## src/rtl/micro_sequencer.sv

```systemverilog
// Microcode sequencer: steps micro-addresses, alternates fetch and execute microprograms, dispatches interrupts.
// Optional single-step support is enabled with `define MICRO_SEQUENCER_SINGLE_STEP_EN.
module micro_sequencer #(
  parameter int OPCODE_W = 6,
  parameter int UADDR_W  = 6,
  parameter int HALT_CH  = 6,
  parameter int FETCH_OP = 0,
  parameter int IRQ_OP   = 63
) (
  input  logic                clk,
  input  logic                reset,
  input  logic [OPCODE_W-1:0] instr_opcode,
  input  logic                ucode_end,
  input  logic [HALT_CH-1:0]  halt_req,
  input  logic [HALT_CH-1:0]  halt_busy,
  input  logic                irq,
  input  logic                irq_en,
`ifdef MICRO_SEQUENCER_SINGLE_STEP_EN
  input  logic                step_mode,
  input  logic                step_pulse,
`endif
  output logic [OPCODE_W-1:0] cur_op,
  output logic [UADDR_W-1:0]  uaddr,
  output logic                halted,
  output logic [HALT_CH-1:0]  halt_cause,
  output logic                irq_taken,
  output logic                fault
);

  localparam logic [OPCODE_W-1:0] FETCH     = OPCODE_W'(FETCH_OP);
  localparam logic [OPCODE_W-1:0] IRQ_ENTRY = OPCODE_W'(IRQ_OP);
  localparam logic [UADDR_W-1:0]  UADDR_MAX = '1;

  logic irq_q;
  logic irq_pend;
  logic irq_rise;
  logic step_hold;
  logic fetch_end;
  logic irq_dispatch;

  assign halt_cause = halt_req & halt_busy;
  assign halted     = |halt_cause;
  assign irq_rise   = irq & ~irq_q;
  assign fetch_end  = ucode_end && (cur_op == FETCH);

`ifdef MICRO_SEQUENCER_SINGLE_STEP_EN
  // In step mode the fetch end waits for a step pulse; this is a hold, not a halt.
  assign step_hold = step_mode & ~step_pulse;
`else
  assign step_hold = 1'b0;
`endif

  assign irq_dispatch = ~halted & fetch_end & ~step_hold & irq_pend & irq_en;

  always_ff @(posedge clk or posedge reset) begin
    if (reset) begin
      cur_op    <= FETCH;
      uaddr     <= '0;
      irq_q     <= 1'b0;
      irq_pend  <= 1'b0;
      irq_taken <= 1'b0;
      fault     <= 1'b0;
    end else begin
      irq_q     <= irq;
      irq_taken <= irq_dispatch;
      // A new edge wins over a same-cycle dispatch clear.
      if (irq_rise)
        irq_pend <= 1'b1;
      else if (irq_dispatch)
        irq_pend <= 1'b0;

      if (!halted) begin
        if (ucode_end) begin
          if (cur_op != FETCH) begin
            cur_op <= FETCH;
            uaddr  <= '0;
          end else if (!step_hold) begin
            cur_op <= (irq_pend && irq_en) ? IRQ_ENTRY : instr_opcode;
            uaddr  <= '0;
          end
        end else if (uaddr == UADDR_MAX) begin
          // Runaway microprogram: abort to fetch and flag it permanently.
          cur_op <= FETCH;
          uaddr  <= '0;
          fault  <= 1'b1;
        end else begin
          uaddr <= uaddr + UADDR_W'(1);
        end
      end
    end
  end

endmodule

```

## config.mk

```make
export PLATFORM = sky130hd
export DESIGN_NAME = micro_sequencer
export DESIGN_NICKNAME = d
export VERILOG_FILES = /design/src/rtl/micro_sequencer.sv
export SDC_FILE = /design/constraint.sdc
export NUM_CORES = 1
export LEC_CHECK = 0
export ABC_CLOCK_PERIOD_IN_PS = 1650
export BUFFER_PORTS_ARGS = -buffer_cell sky130_fd_sc_hd__buf_4
export CORE_MARGIN = 5
export CORE_UTILIZATION = 39
export CTS_BUF_LIST = sky130_fd_sc_hd__clkbuf_4 sky130_fd_sc_hd__clkbuf_8 sky130_fd_sc_hd__clkbuf_16
export DETAILED_ROUTE_END_ITERATION = 7
export PLACE_DENSITY = 0.74
export SLEW_MARGIN = 20
export SYNTH_ARGS = -nofsm -noshare
export SYNTH_HDL_FRONTEND = slang
export SYNTH_SLANG_ARGS = --single-unit
export TNS_END_PERCENT = 20
```

## constraint.sdc

```tcl
create_clock -name clk -period 1.65 [get_ports clk]
set_input_delay 0.2475 -clock clk [delete_from_list [all_inputs] [get_ports clk]]
set_output_delay 0.2475 -clock clk [all_outputs]
set_load 0.01 [all_outputs]
```

==> summary.txt <==
Drt
  • Routed via count divided by cell count: 5.151
  • Wirelength per Cell: ~13 um
  • Vias: 819
  • Violation count after the first detailed-routing iteration: 28
  • Number of nets with antenna violations after detailed routing: 0
  • Total iterations of the first detailed-routing run: 4
  • DRC errors left: 0
  • Final wirelength: 2068 um

Placed design
  • Detailed placer's ending HPWL: 1702 um
  • Final RePlAce weighted congestion: 0.7821
  • Number of placed instances, taps included: 156
  • IO buf count: 43

Setup path
  • Type of the setup path with the least slack: flip-flop to flip-flop
  • CP Cell Sequence: or4b_4 -> nor4_4 -> nand3_1 -> a22o_1
  • Endpoint of the most critical register-to-register path: irq_pend$_DFFE_PP0P_
  • Critical-path cell with the highest stage delay: sky130_fd_sc_hd__or4b_4
  • Max FO, Critical Path: 8
  • Critical Path RT: 1.82 ns
  • CP Data Arrival Time: between 1.5 and 2 ns
  • Launching element type of the critical path: flip-flop
  • Crit. End Element: flip-flop
  • Reg-to-reg setup timing slack: between 0.009 and 0.01 ns
  • RR Startpoint: cur_op[4]$_DFFE_PP0P_
  • Depth of the worst register-to-register path: 4
  • Longest individual stage delay on the worst path: approximately 0.55 ns

Power and ir drop
  • Cell Int Power: 0.9197 mW
  • Clock share of power: between 10% and 20%
  • Peak VDD IR: roughly 590 uV
  • Switching power: 0.5047 mW
  • Switching power share of the total: 35.43%
  • Pwr per Cell Area: 1157 mW/mm^2
  • Logic pwr share: 42.8%
  • Total design power: 1.424 mW
  • Reg power frac: a little over two fifths
  • Pleak: between 0.6 and 0.7 nW

Logic synthesis
  • Synthesis Warnings: 0
  • Nets in the synthesized netlist: 107
  • Post-synthesis simple-gate area fraction: 21.68%
  • Post-synth EDFFs: 0
  • Syn Std Cell Area: 819.5 um^2
  • Main flop type after synthesis: sky130_fd_sc_hd__dfrtp_1
  • Fraction of the yosys area taken by sequential cells: 48.85%
  • Number of register bits inferred by synthesis: 16
  • Synth unique cells: 29
  • Combinational family with the most area after synthesis: compound AO/OA/AOI/OAI gates
  • Post-synthesis async set-or-reset flop share: 100.0%
  • Share of the synthesized area in compound gates (AO/OA/AOI/OAI): a little under a quarter
  • Number of instances in the synthesized netlist: 83
  • Multiplexer share of the synthesized area: roughly 1.4%
  • Synth Area in XOR/XNOR: 0%
  • Synthesized area divided by synthesized cell count: between 9 and 10 um^2
  • Arithmetic-cell share of the synthesized area counting full adders, half adders and majority gates: under 10%

Outcome
  • Outcome: complete, no violations

Finish
  • Most frequent cells in the layout: 48 x sky130_fd_sc_hd__buf_4, 16 x sky130_fd_sc_hd__dfrtp_1, 14 x sky130_fd_sc_hd__o21ai_0, 7 x sky130_fd_sc_hd__and2_1, 6 x sky130_fd_sc_hd__o21ai_1
  • Count of antenna diodes in the layout: 0
  • Number of fill cells: 160
  • Number of non-filler instances in the completed layout: about 160
  • End-of-flow core utilization: 62.12%
  • Fraction of final layout cells with drive strength greater than 1: 42.42%
  • Leading cell type in the layout, fill and taps excluded: sky130_fd_sc_hd__buf_4
  • # nets final: 158
  • Area added between synthesis and finish: 50.23%

Floorplan
  • Core area: 0.001982 mm^2
  • Vertical die dimension: about 56 um
  • Count of pins on the block boundary: 44
  • Die area: 0.003118 mm^2
  • Die X: 55.84 um
  • Total number of placement rows: 16
  • Initial standard-cell utilization of the core: 41.35%

Timing
  • Clock skew after layout: 0.0005245 ns
  • Final critical-path share of the clock period: a little under 100%
  • Final setup viols: 0
  • Worst rel slew slack: 60.07%
  • Count of pins over their slew limit: 0
  • RSZ-0062 raised after global routing: true
  • Worst Hold Margin: approximately 0.030 ns
  • Minimum clock period after layout: ~1.6 ns
  • Highest clock rate: 609.7 MHz
  • Slew at the pin with the worst max-slew slack: 0.5982 ns
  • Final Hold Vio Count: 0

Global routing
  • Antenna violations before repair: 0
  • Vias in the first global route: 790
  • Wire length of the first global-routing pass: 3346 um
  • Pin count of the biggest net entering global routing: 17
  • Leftover overflow at the end of global routing: 0
  • Overall routing resource usage: 13.51%

Clock network
  • Hold bufs inserted after CTS: 0
  • Clock tree from TritonCTS: yes
  • Clock buffers created by TritonCTS: 3
  • Reg clk slew, reported paths: 0.09 ns
  • Maximum level of the CTS H-tree: 1
  • Setup Buffers After CTS: 0
  • CTS Buffer Depth: 2
  • Count of clock tree sinks: 16
  • Latest clock arrival within the worst-skew pair: 0.28 ns
  • # resized after CTS: 0
  • Cell at the root of the clock tree: sky130_fd_sc_hd__clkbuf_4

Flow run
  • Total of max-cap violations: 0

Min path
  • Kind of path behind the tightest hold check: primary input to async pin
## stage by stage
| step | area [um^2] | TNS (ns) | setup WS (ns) |
|---|---|---|---|
| after global placement | 1209 | 0 | 0.04821 |
| after detailed placement | 1209 | 0 | 0.01323 |
| after global routing | 1231 | -0.4753 | -0.08925 |
| after floorplan | 825.8 | 0 | 0.02860 |
| final | 1231 | 0 | 0.009863 |
| after CTS | 1231 | -0.001814 | -0.001814 |
## Yosys cell counts (all sizes together) (2+ instances only)
cell	count	area, um^2
o21ai	20	100.1
dfrtp	16	400.4
and2	7	43.79
inv	5	18.77
a22oi	3	22.52
and3	3	18.77
nand2	3	11.26
nand3	3	15.01
nor2	3	11.26
nand2b	2	12.51
## cells by family (layout without fill, tap and decap cells)
kind of cell    after synthesis  count (layout)
buf+inv                       7              56
compound gates               31              31
simple gates                 27              27
flops                        16              16
mux                           1               1
fa+ha+maj                     1               1
## power groups by stage
stage	sequential, mW	clock, mW	combinational (mW)
after detailed placement	0.622	0	0.618
after floorplan	0.663	0	0.263
final	0.614	0.200	0.610
after CTS	0.613	0.207	0.620
after global routing	0.629	0.228	0.674
after global placement	0.614	0	0.608
## what timing repair did
action | 4_1_cts | 5_1_grt
setup endpoints to repair | 1 | 7
pin swaps | 0 | 0
gates cloned | 0 | 0
## worst max-delay path: cells and delay by family, from the launching register on
kind / cells / cell delay [ns]
simple gates: 3 / 0.94
compound gates: 1 / 0.19
flops: 1 / 0.40
## cell type report
type / count / area (um^2) / share of cell area, %
clock buffers: 3 / 22.52 / 1.829
repair buffers: 48 / 360.3 / 29.27
well taps: 27 / 33.78 / 2.744
flip-flops and latches: 16 / 400.4 / 32.52
inverters: 5 / 18.77 / 1.524
multi-input cells: 60 / 395.4 / 32.11
## metal layers
layer	GRT usage (%)	vias to the layer above	routed length, um	part of all wire, %
met5	0	-	0	0
met4	7.119	0	26	1.3
met3	4.408	2	187	9.0
met2	22.47	38	1027	50
met1	15.31	378	827	40
li1	-	401	-	-
## flip-flops by register name (all words and copies together), names as in the netlist
signal	cells
fault	1
cur_op	6
irq_pend	1
irq_q	1
uaddr	6
irq_taken	1
## worst max-delay path by stage
stage / start / to / slack [ns] / cells after the start
floorplan: uaddr[0]$_DFFE_PP0N_ / cur_op[0]$_DFFE_PP0P_ / 0.03 / 5
global placement: cur_op[4]$_DFFE_PP0P_ / irq_pend$_DFFE_PP0P_ / 0.05 / 4
detailed placement: cur_op[4]$_DFFE_PP0P_ / irq_pend$_DFFE_PP0P_ / 0.01 / 4
CTS: cur_op[4]$_DFFE_PP0P_ / irq_pend$_DFFE_PP0P_ / -0.002 / 4
global route: cur_op[4]$_DFFE_PP0P_ / irq_pend$_DFFE_PP0P_ / -0.09 / 4
finish: cur_op[4]$_DFFE_PP0P_ / irq_pend$_DFFE_PP0P_ / 0.01 / 4
(Power assumes the default switching activity.)
